==> src/rtl/instruction_fetch_unit_pkg.sv <==
// rtl/instruction_fetch_unit_pkg.sv - shared types and constants for the instruction fetch unit
package instruction_fetch_unit_pkg;

    // Fetch sequencer states
    typedef enum logic [1:0] {
        ST_IDLE  = 2'd0,
        ST_RUN   = 2'd1,
        ST_FLUSH = 2'd2
    } fetch_state_e;

    // Byte distance between consecutive instruction words
    localparam int unsigned PC_INCREMENT = 4;

    // First fetch address after reset
    localparam logic [31:0] DEFAULT_RESET_PC = 32'h0040_0000;

endpackage

==> src/rtl/instruction_fetch_unit_fetch_fifo.sv <==
// rtl/instruction_fetch_unit_fetch_fifo.sv - {PC, instruction} buffer between fetch and decode
//
// Ports:
//   clk, rst_n            clock, asynchronous active-low reset
//   push, push_pc,        write one entry at the tail
//   push_instr
//   pop                   remove the head entry (caller guarantees count > 0)
//   clear                 drop every entry; wins over push and pop
//   head_pc, head_instr   head entry, or the last presented entry while empty
//   count                 number of buffered entries
module fetch_fifo #(
    parameter int DATA_WIDTH = 32,
    parameter int FIFO_DEPTH = 2,
    localparam int PTR_W = $clog2(FIFO_DEPTH),
    localparam int CNT_W = PTR_W + 1
) (
    input  logic                  clk,
    input  logic                  rst_n,
    input  logic                  push,
    input  logic [DATA_WIDTH-1:0] push_pc,
    input  logic [DATA_WIDTH-1:0] push_instr,
    input  logic                  pop,
    input  logic                  clear,
    output logic [DATA_WIDTH-1:0] head_pc,
    output logic [DATA_WIDTH-1:0] head_instr,
    output logic [CNT_W-1:0]      count
);

    logic [DATA_WIDTH-1:0] pc_mem    [FIFO_DEPTH];
    logic [DATA_WIDTH-1:0] instr_mem [FIFO_DEPTH];
    logic [PTR_W-1:0]      rd_ptr;
    logic [PTR_W-1:0]      wr_ptr;
    logic [DATA_WIDTH-1:0] hold_pc;
    logic [DATA_WIDTH-1:0] hold_instr;
    logic                  not_empty;

    assign not_empty = (count != '0);

    // Storage carries no reset; the hold registers cover reads while empty.
    always_ff @(posedge clk) begin
        if (push && !clear) begin
            pc_mem[wr_ptr]    <= push_pc;
            instr_mem[wr_ptr] <= push_instr;
        end
    end

    // Pointers wrap naturally because the depth is a power of two.
    always_ff @(posedge clk or negedge rst_n) begin
        if (!rst_n) begin
            rd_ptr <= '0;
            wr_ptr <= '0;
            count  <= '0;
        end else if (clear) begin
            rd_ptr <= '0;
            wr_ptr <= '0;
            count  <= '0;
        end else begin
            if (push) begin
                wr_ptr <= wr_ptr + PTR_W'(1);
            end
            if (pop) begin
                rd_ptr <= rd_ptr + PTR_W'(1);
            end
            case ({push, pop})
                2'b10:   count <= count + CNT_W'(1);
                2'b01:   count <= count - CNT_W'(1);
                default: count <= count;
            endcase
        end
    end

    // Remember whatever is on the outputs so they stay put once the FIFO drains.
    always_ff @(posedge clk or negedge rst_n) begin
        if (!rst_n) begin
            hold_pc    <= '0;
            hold_instr <= '0;
        end else if (not_empty) begin
            hold_pc    <= pc_mem[rd_ptr];
            hold_instr <= instr_mem[rd_ptr];
        end
    end

    assign head_pc    = not_empty ? pc_mem[rd_ptr]    : hold_pc;
    assign head_instr = not_empty ? instr_mem[rd_ptr] : hold_instr;

endmodule

==> src/rtl/instruction_fetch_unit.sv <==
// rtl/instruction_fetch_unit.sv - PC sequencer and fetch FSM feeding a decode-side FIFO
//
// Ports:
//   clk, reset            clock, asynchronous active-low reset
//   Mem_Address_o         fetch address (always the PC register)
//   Mem_Instruction_i     instruction word for Mem_Address_o, same cycle
//   Branch_Taken_i,       redirect request and its target
//   Branch_Target_i
//   Ready_i               decode accepts the presented entry
//   Valid_o, Instruction_o, PC_o   FIFO head entry
module instruction_fetch_unit
    import instruction_fetch_unit_pkg::*;
#(
    parameter int                    DATA_WIDTH = 32,
    parameter logic [DATA_WIDTH-1:0] RESET_PC   = DATA_WIDTH'(DEFAULT_RESET_PC),
    parameter int                    FIFO_DEPTH = 2
) (
    input  logic                  clk,
    input  logic                  reset,
    output logic [DATA_WIDTH-1:0] Mem_Address_o,
    input  logic [DATA_WIDTH-1:0] Mem_Instruction_i,
    input  logic                  Branch_Taken_i,
    input  logic [DATA_WIDTH-1:0] Branch_Target_i,
    input  logic                  Ready_i,
    output logic                  Valid_o,
    output logic [DATA_WIDTH-1:0] Instruction_o,
    output logic [DATA_WIDTH-1:0] PC_o
);

    localparam int CNT_W = $clog2(FIFO_DEPTH) + 1;

    fetch_state_e          state;
    fetch_state_e          state_next;
    logic [DATA_WIDTH-1:0] pc;
    logic [DATA_WIDTH-1:0] pc_next;
    logic [DATA_WIDTH-1:0] branch_pc;
    logic [CNT_W-1:0]      count;
    logic                  fifo_full;
    logic                  push;
    logic                  pop;
    logic                  redirect;

    assign Mem_Address_o = pc;
    assign Valid_o       = (count != '0);
    assign fifo_full     = (count == CNT_W'(FIFO_DEPTH));
    assign pop           = Valid_o && Ready_i;

    // A redirect never pushes; a full FIFO takes a push only alongside a pop.
    assign push     = (state == ST_RUN) && !Branch_Taken_i && (!fifo_full || pop);
    assign redirect = Branch_Taken_i && (state != ST_IDLE);

    // Instruction words are aligned: the low two target bits are dropped.
    assign branch_pc = Branch_Target_i & ~DATA_WIDTH'(3);

    always_ff @(posedge clk or negedge reset) begin
        if (!reset) begin
            state <= ST_IDLE;
            pc    <= RESET_PC;
        end else begin
            state <= state_next;
            pc    <= pc_next;
        end
    end

    always_comb begin
        state_next = state;
        pc_next    = pc;
        case (state)
            ST_IDLE: begin
                state_next = ST_RUN;
            end
            ST_RUN: begin
                if (Branch_Taken_i) begin
                    state_next = ST_FLUSH;
                    pc_next    = branch_pc;
                end else if (push) begin
                    pc_next = pc + DATA_WIDTH'(PC_INCREMENT);
                end
            end
            ST_FLUSH: begin
                // A second redirect retargets and spends another bubble cycle.
                if (Branch_Taken_i) begin
                    pc_next = branch_pc;
                end else begin
                    state_next = ST_RUN;
                end
            end
            default: begin
                state_next = ST_IDLE;
            end
        endcase
    end

    // clear outranks the simultaneous pop, so the popped entry is consumed and the rest discarded.
    fetch_fifo #(
        .DATA_WIDTH (DATA_WIDTH),
        .FIFO_DEPTH (FIFO_DEPTH)
    ) u_fetch_fifo (
        .clk        (clk),
        .rst_n      (reset),
        .push       (push),
        .push_pc    (pc),
        .push_instr (Mem_Instruction_i),
        .pop        (pop),
        .clear      (redirect),
        .head_pc    (PC_o),
        .head_instr (Instruction_o),
        .count      (count)
    );

endmodule
==> config.mk <==
export PLATFORM = sky130hd
export DESIGN_NAME = instruction_fetch_unit
export DESIGN_NICKNAME = d
export VERILOG_FILES = /design/src/rtl/instruction_fetch_unit_pkg.sv /design/src/rtl/instruction_fetch_unit_fetch_fifo.sv /design/src/rtl/instruction_fetch_unit.sv
export SDC_FILE = /design/constraint.sdc
export NUM_CORES = 1
export LEC_CHECK = 0
export BUFFER_PORTS_ARGS = -buffer_cell sky130_fd_sc_hd__buf_4
export CORE_MARGIN = 4
export CORE_UTILIZATION = 40
export CTS_BUF_LIST = sky130_fd_sc_hd__clkbuf_4 sky130_fd_sc_hd__clkbuf_8
export CTS_CLUSTER_DIAMETER = 120
export DETAILED_ROUTE_END_ITERATION = 10
export HOLD_SLACK_MARGIN = 0.06
export PLACE_DENSITY = 0.74
export SYNTH_ARGS = -nofsm -noshare
export SYNTH_HDL_FRONTEND = slang
export SYNTH_SLANG_ARGS = --single-unit
==> constraint.sdc <==
create_clock -name clk -period 3.7 [get_ports clk]
set_input_delay 0.37 -clock clk [delete_from_list [all_inputs] [get_ports clk]]
set_output_delay 0.37 -clock clk [all_outputs]
set_load 0.02 [all_outputs]
==> results of run 1 <==
worst max-delay path: stages, from the launching register on:
cell and delay (ps):
dfrtp_1 450, nor2_4 450, buf_4 510, o21ai_0 280, buf_4 220
through the flow:
stage,power (mW),worst slack [ps]
floorplan,6.81,654
global route,11.6,614
detailed placement,8.81,1180
CTS,11.0,803
finish,10.9,847
global placement,8.67,1210
cells by family (layout without fill, tap and decap cells):
group / Yosys count / count (layout) / synth area share
AO/OA/AOI/OAI: 163 / 163 / 0.109
adder cells (fa/ha/maj): 1 / 1 / 0.00140
buffers and inverters: 45 / 281 / 0.0219
flip-flops: 224 / 224 / 0.698
multiplexers: 65 / 65 / 0.0729
other: 1 / 2 / 0.000420
AND/OR/NAND/NOR: 178 / 178 / 0.0961
state kept, by name (all words and copies together), names as in the netlist:
signal,flops
u_fetch_fifo.instr_mem,64
u_fetch_fifo.pc_mem,60
u_fetch_fifo.hold_instr,32
u_fetch_fifo.hold_pc,32
Mem_Address_o,30
state,2
u_fetch_fifo.count,2
u_fetch_fifo.rd_ptr,1
u_fetch_fifo.wr_ptr,1
where the power goes:
group	internal (mW)	total, mW	leakage, nW	switching (mW)
logic	1.73	4.46	1.92	2.74
clock network	1.19	2.14	0.394	0.944
registers	3.59	4.28	2.34	0.689
cells in the mapped netlist, types with 3 or more instances:
master / instances / area [sq um]
and2_1: 7 / 43.8
a21oi_1: 31 / 155
o22ai_1: 9 / 56.3
buf_4: 3 / 22.5
and3_1: 8 / 50.1
or3_1: 4 / 25.0
o22a_1: 7 / 61.3
edfxtp_1: 124 / 3720
mux2i_1: 65 / 651
a21o_1: 3 / 22.5
a311oi_1: 3 / 26.3
buf_1: 7 / 26.3
o21ai_0: 82 / 410
nand4_1: 9 / 56.3
dfrtp_1: 99 / 2480
and4_1: 3 / 26.3
a22oi_1: 3 / 22.5
inv_1: 4 / 15.0
nand2_1: 83 / 312
nand3_1: 8 / 40.0
clkbuf_1: 22 / 82.6
o2bb2ai_1: 3 / 26.3
nor3_1: 12 / 60.1
buf_2: 6 / 30.0
nor2_1: 26 / 97.6
nand2b_1: 4 / 25.0
a31o_2: 3 / 26.3
nor2b_1: 3 / 18.8
cell type report:
class	count	area [sq um]	share of cell area
clock buffers	56	689	0.0597
clock inverters	12	57.6	0.00499
inverters	6	22.5	0.00195
multi-input cells	409	2520	0.219
flip-flops and latches	224	6230	0.540
well taps	280	350	0.0304
repair buffers	207	1670	0.144
what timing repair did:
action / in CTS / in global routing
hold buffers: 35 / 0
hold endpoints to repair: 127 / 0
buffers inserted: 0 / 0
layer usage:
metal	up-vias	global-route usage	share of wire
li1	2943	-	-
met1	2960	0.220	0.43
met2	181	0.278	0.48
met5	-	0	0
met4	0	0.0688	0.027
met3	45	0.0324	0.054
final timing paths:
| kind | slack [ps] | from | cells past startpoint | to |
|---|---|---|---|---|
| max in group asynchronous | 2300 | reset | 3 | u_fetch_fifo.hold_instr[24]$_DFF_PN0_ |
| min in group asynchronous | 500 | reset | 2 | u_fetch_fifo.count[0]$_DFFE_PN0P_ |
| max | 850 | u_fetch_fifo.count[1]$_DFFE_PN0P_ | 4 | Instruction_o[8] |
| min reg2reg | 490 | u_fetch_fifo.hold_instr[0]$_DFF_PN0_ | 2 | u_fetch_fifo.hold_instr[0]$_DFF_PN0_ |
| max reg2reg | 1160 | state[1]$_DFFE_PN0P_ | 4 | u_fetch_fifo.instr_mem[0][12]$_DFFE_PP_ |
| min | 110 | Branch_Target_i[31] | 3 | Mem_Address_o[31]$_DFFE_PN0P_ |
==> summary.md, run 1 <==
| Metric | Value |
|---|---|
| Status | `complete, no violations` |
| FF+latch count, synth | `224` |
| I/O pin count | `165` |
| Crit path max fanout | `55` |
| Area Overhead vs Synth | `29.4%` |
| Layout cell share with drive strength beyond 1 | `0.279` |
| Fmax | `0.350 GHz` |
| Crit Path Category | `register to output port` |
| Finished Core Util | `0.527` |
| VDD IR-drop max | `378 uV` |
| Most common cell after layout, fill and taps aside | `buf_4` |
| IO Port Bufs | `160` |
| Most used DFF post-synth | `edfxtp_1` |
| CP startpoint kind | `register` |
| Starting density of the core | `0.408` |
| Most frequent cells in the layout | `170 x buf_4, 124 x edfxtp_1, 98 x dfrtp_1` |
| Rel. slew slack | `0.395` |
| CTS tree | `done` |
| Hold Crit Class | `input port to register` |
| Setup crit end kind | `output port` |
| Final setup viols | `0` |
| Clk buf depth | `3` |
| Worst slack on hold paths | `107 ps` |
| DIE AREA | `0.0248 sq mm` |
| Clk_lat worst skew | `510 ps` |
| Design Area, Final | `0.0115 sq mm` |
| Residual DRC | `0` |
| Leakage | `4.65 nW` |
| RSZ-0062 raised after global routing | `no` |
| Register area share after synthesis | `0.698` |
| Placed Cells | `1091` |
| EDFF count, synth | `124` |
| Worst EP arrival | `around 2500 ps` |
| Synth Area per Inst | `13.2 sq um` |
| Initial antenna violation count | `0` |
| Clock skew | `between 20 and 25 ps` |
| Power density of the placed cells | `approximately 940 mW/mm^2` |
| Vias in the first global route | `about 6200` |
| # diodes | `0` |
| Max Slew Vio Count | `0` |
| Die Ht | `roughly 160 um` |
| Synth Cell Area | `0.00892 sq mm` |
| Placed inst area | `0.0104 sq mm` |
| Pre-antenna DRT Iters | `5` |
| DR vias/cell | `5.13` |
| Post_cts resized | `0` |
| All-Layer GR Usage | `0.169` |
| Worst-Margin Slew | `slightly above 900 ps` |
| Inserted Clock Buffers | `38` |
| Vias | `between 6000 and 7000` |
| Setup TNS after final layout | `0 ps` |
| Nets@finish | `~960` |
| Drt wl/cell | `17.7 um` |
| Sink Count | `about 220` |
| First-iteration detailed-routing DRC count | `395` |
| Routed WL | `21100 um` |
| Fill cells | `1873` |
| Final RePlAce weighted congestion | `0.807` |
| Max-cap viol count | `0` |
| Largest net degree at the start of global routing | `65` |
| DPL Wire Length | `13600 um` |
| Cell count after synthesis | `677` |
| Clock Tree Root | `clkbuf_8` |
| H-tree depth | `2` |
| Die W | `157 um` |
| Netlist cell types | `56` |
| Final period util | `0.771` |
| Antenna Nets Post-Route | `0` |
| Std-Cell Core Area | `0.0219 sq mm` |
| Ys Warns | `0` |
| Clock-pin slew on the worst setup and hold paths | `~60 ps` |
| WP data required | `between 3000 and 4000 ps` |
| Final hold vios | `0` |
| First-pass GRT wire length | `33100 um` |
| Fin cells | `1194` |
| GRT overflow | `0` |
| Ys async rst share | `0.446` |
| Site Rows | `54` |
| Final min period | `2850 ps` |
No activity file was read; power rests on OpenSTA's default activity.
==> run 2, diff against run 1 <==
Settings changed: PLACE_DENSITY 0.74 to 0.72.
Clock period 3.7 ns to 2.9 ns, I/O delays scaled along.
==> summary.md, run 2 (same netlist as run 1, synthesis figures left out) <==
| Metric | Value |
|---|---|
| Rel. slew slack | `0.366` |
| Final RePlAce weighted congestion | `0.779` |
| Setup TNS after final layout | `0 ps` |
| Nets@finish | `just under 1000` |
| First-iteration detailed-routing DRC count | `approximately 360` |
| DIE AREA | `0.0248 sq mm` |
| Fmax | `0.393 GHz` |
| Clock skew | `16.4 ps` |
| Clock-pin slew on the worst setup and hold paths | `60 ps` |
| Worst Setup SP | `u_fetch_fifo.count[1]$_DFFE_PN0P_` |
| Fill cells | `1888` |
| First-pass GRT wire length | `32500 um` |
| Clk_lat worst skew | `520 ps` |
| Final period util | `0.877` |
| Max FFs per register | `64` |
| VDD IR-drop max | `537 uV` |
| Clock Tree Root | `clkbuf_8` |
| DR vias/cell | `5.08` |
| Crit Path Category | `register to output port` |
| H-tree depth | `2` |
| Final setup viols | `0` |
| Most frequent cells in the layout | `176 x buf_4, 124 x edfxtp_1, 98 x dfrtp_1` |
| WP data required | `around 2600 ps` |
| DPL Wire Length | `13300 um` |
| Multi-input logic area | `0.00252 sq mm` |
| Residual DRC | `0` |
| Largest registers | `u_fetch_fifo.instr_mem (64), u_fetch_fifo.pc_mem (60)` |
| Clk buf depth | `3` |
| Worst r2r src | `state[1]$_DFFE_PN0P_` |
| Largest net degree at the start of global routing | `67` |
| IO Port Bufs | `160` |
| Crit Reg-Reg Endpoint | `u_fetch_fifo.instr_mem[0][14]$_DFFE_PP_` |
| Drt wl/cell | `17.1 um` |
| CTS tree | `done` |
| Worst R2R Path Depth | `4` |
| # diodes | `0` |
| Worst-Margin Slew | `952 ps` |
| Most common cell after layout, fill and taps aside | `buf_4` |
| Crit path max fanout | `23` |
| Vias | `6173` |
| Post-CTS Setup Bufs | `0` |
| Starting density of the core | `0.408` |
| Setup ws final | `356 ps` |
| Worst EP arrival | `2250 ps` |
| Max-cap viol count | `0` |
| Die W | `157 um` |
| Initial antenna violation count | `0` |
| Area Overhead vs Synth | `32.0%` |
| Sink Count | `roughly 220` |
| Final hold vios | `0` |
| Post_cts resized | `0` |
| Site Rows | `54` |
| All-Layer GR Usage | `0.166` |
| Pre-antenna DRT Iters | `5` |
| Fin cells | `between 1000 and 1500` |
| Std-Cell Core Area | `~0.022 sq mm` |
| Die Ht | `around 160 um` |
| GRT overflow | `0` |
| CP startpoint kind | `register` |
| Max Slew Vio Count | `0` |
| Place WS | `703 ps` |
| Status | `complete, no violations` |
| Layout cell share with drive strength beyond 1 | `0.285` |
| Hold Crit Class | `input port to register` |
| Antenna Nets Post-Route | `0` |
| R2r setup slk | `700 ps` |
| RSZ-0062 raised after global routing | `no` |
| Biggest register | `u_fetch_fifo.instr_mem` |
| Power density of the placed cells | `1190 mW/mm^2` |
| Hold Crit Depth | `3` |
| Leakage | `4.77 nW` |
| Worst setup path end | `Instruction_o[9]` |
| Setup crit end kind | `output port` |
| Vias in the first global route | `6237` |
| Sequential cell area | `0.00623 sq mm` |
| Final min period | `2540 ps` |
| Placed Cells | `1100` |
| I/O pin count | `165` |
| Inserted Clock Buffers | `39` |
| Routed WL | `20800 um` |
run 2: critical path: stages (launching register included):
cell     delay (ps)
dfrtp_1         450
nor2_4          580
buf_4           280
nand2_1          60
o21ai_0         150
buf_4           220
run 2: per-layer routing:
metal	track usage	share of wire	vias up
met5	0	0	-
met4	0.0615	0.021	0
met3	0.0316	0.058	36
met2	0.276	0.48	191
met1	0.218	0.44	2955
li1	-	-	2991
run 2: what timing repair did:
item                                    in CTS  in global routing
endpoints found under the setup margin       0                  0
hold buffers                                47                  0
hold endpoints to repair                   142                  0
run 2: through the flow:
stage,instance area (sq um),power [mW],utilization,hold slack (ps)
final,11800,14.1,0.538,96.8
after floorplan,8930,8.68,-,-5.59
after detailed placement,10500,11.4,0.482,472
after global routing,11800,15.0,0.538,86.7
after CTS,11800,14.3,0.538,60.7
after global placement,10500,11.2,0.482,467
run 2: layout make-up:
cell class,count,share of cell area
clock buffer,54,0.0557
clock inverter,15,0.00871
inverter,6,0.00191
multi-input combinational,409,0.214
sequential,224,0.529
tap,280,0.0297
timing repair buffer,228,0.161
run 2: worst min path at each step:
stage / slack [ps] / endpoint / startpoint
after floorplan: -6 / Mem_Address_o[10]$_DFFE_PN0P_ / reset
after global placement: 470 / u_fetch_fifo.hold_pc[0]$_DFF_PN0_ / u_fetch_fifo.hold_pc[0]$_DFF_PN0_
after detailed placement: 470 / u_fetch_fifo.hold_pc[1]$_DFF_PN0_ / u_fetch_fifo.hold_pc[1]$_DFF_PN0_
after CTS: 60 / Mem_Address_o[18]$_DFFE_PN0P_ / Branch_Target_i[18]
after global routing: 90 / Mem_Address_o[4]$_DFFE_PN0P_ / Branch_Target_i[4]
final: 100 / Mem_Address_o[12]$_DFFE_PN0P_ / Branch_Target_i[12]
run 2: power breakdown:
group	leakage, nW	internal [mW]	switching (mW)
clock network	0.400	1.56	1.22
registers	2.34	4.59	0.850
logic	2.03	2.36	3.50
total	4.77	8.50	5.57
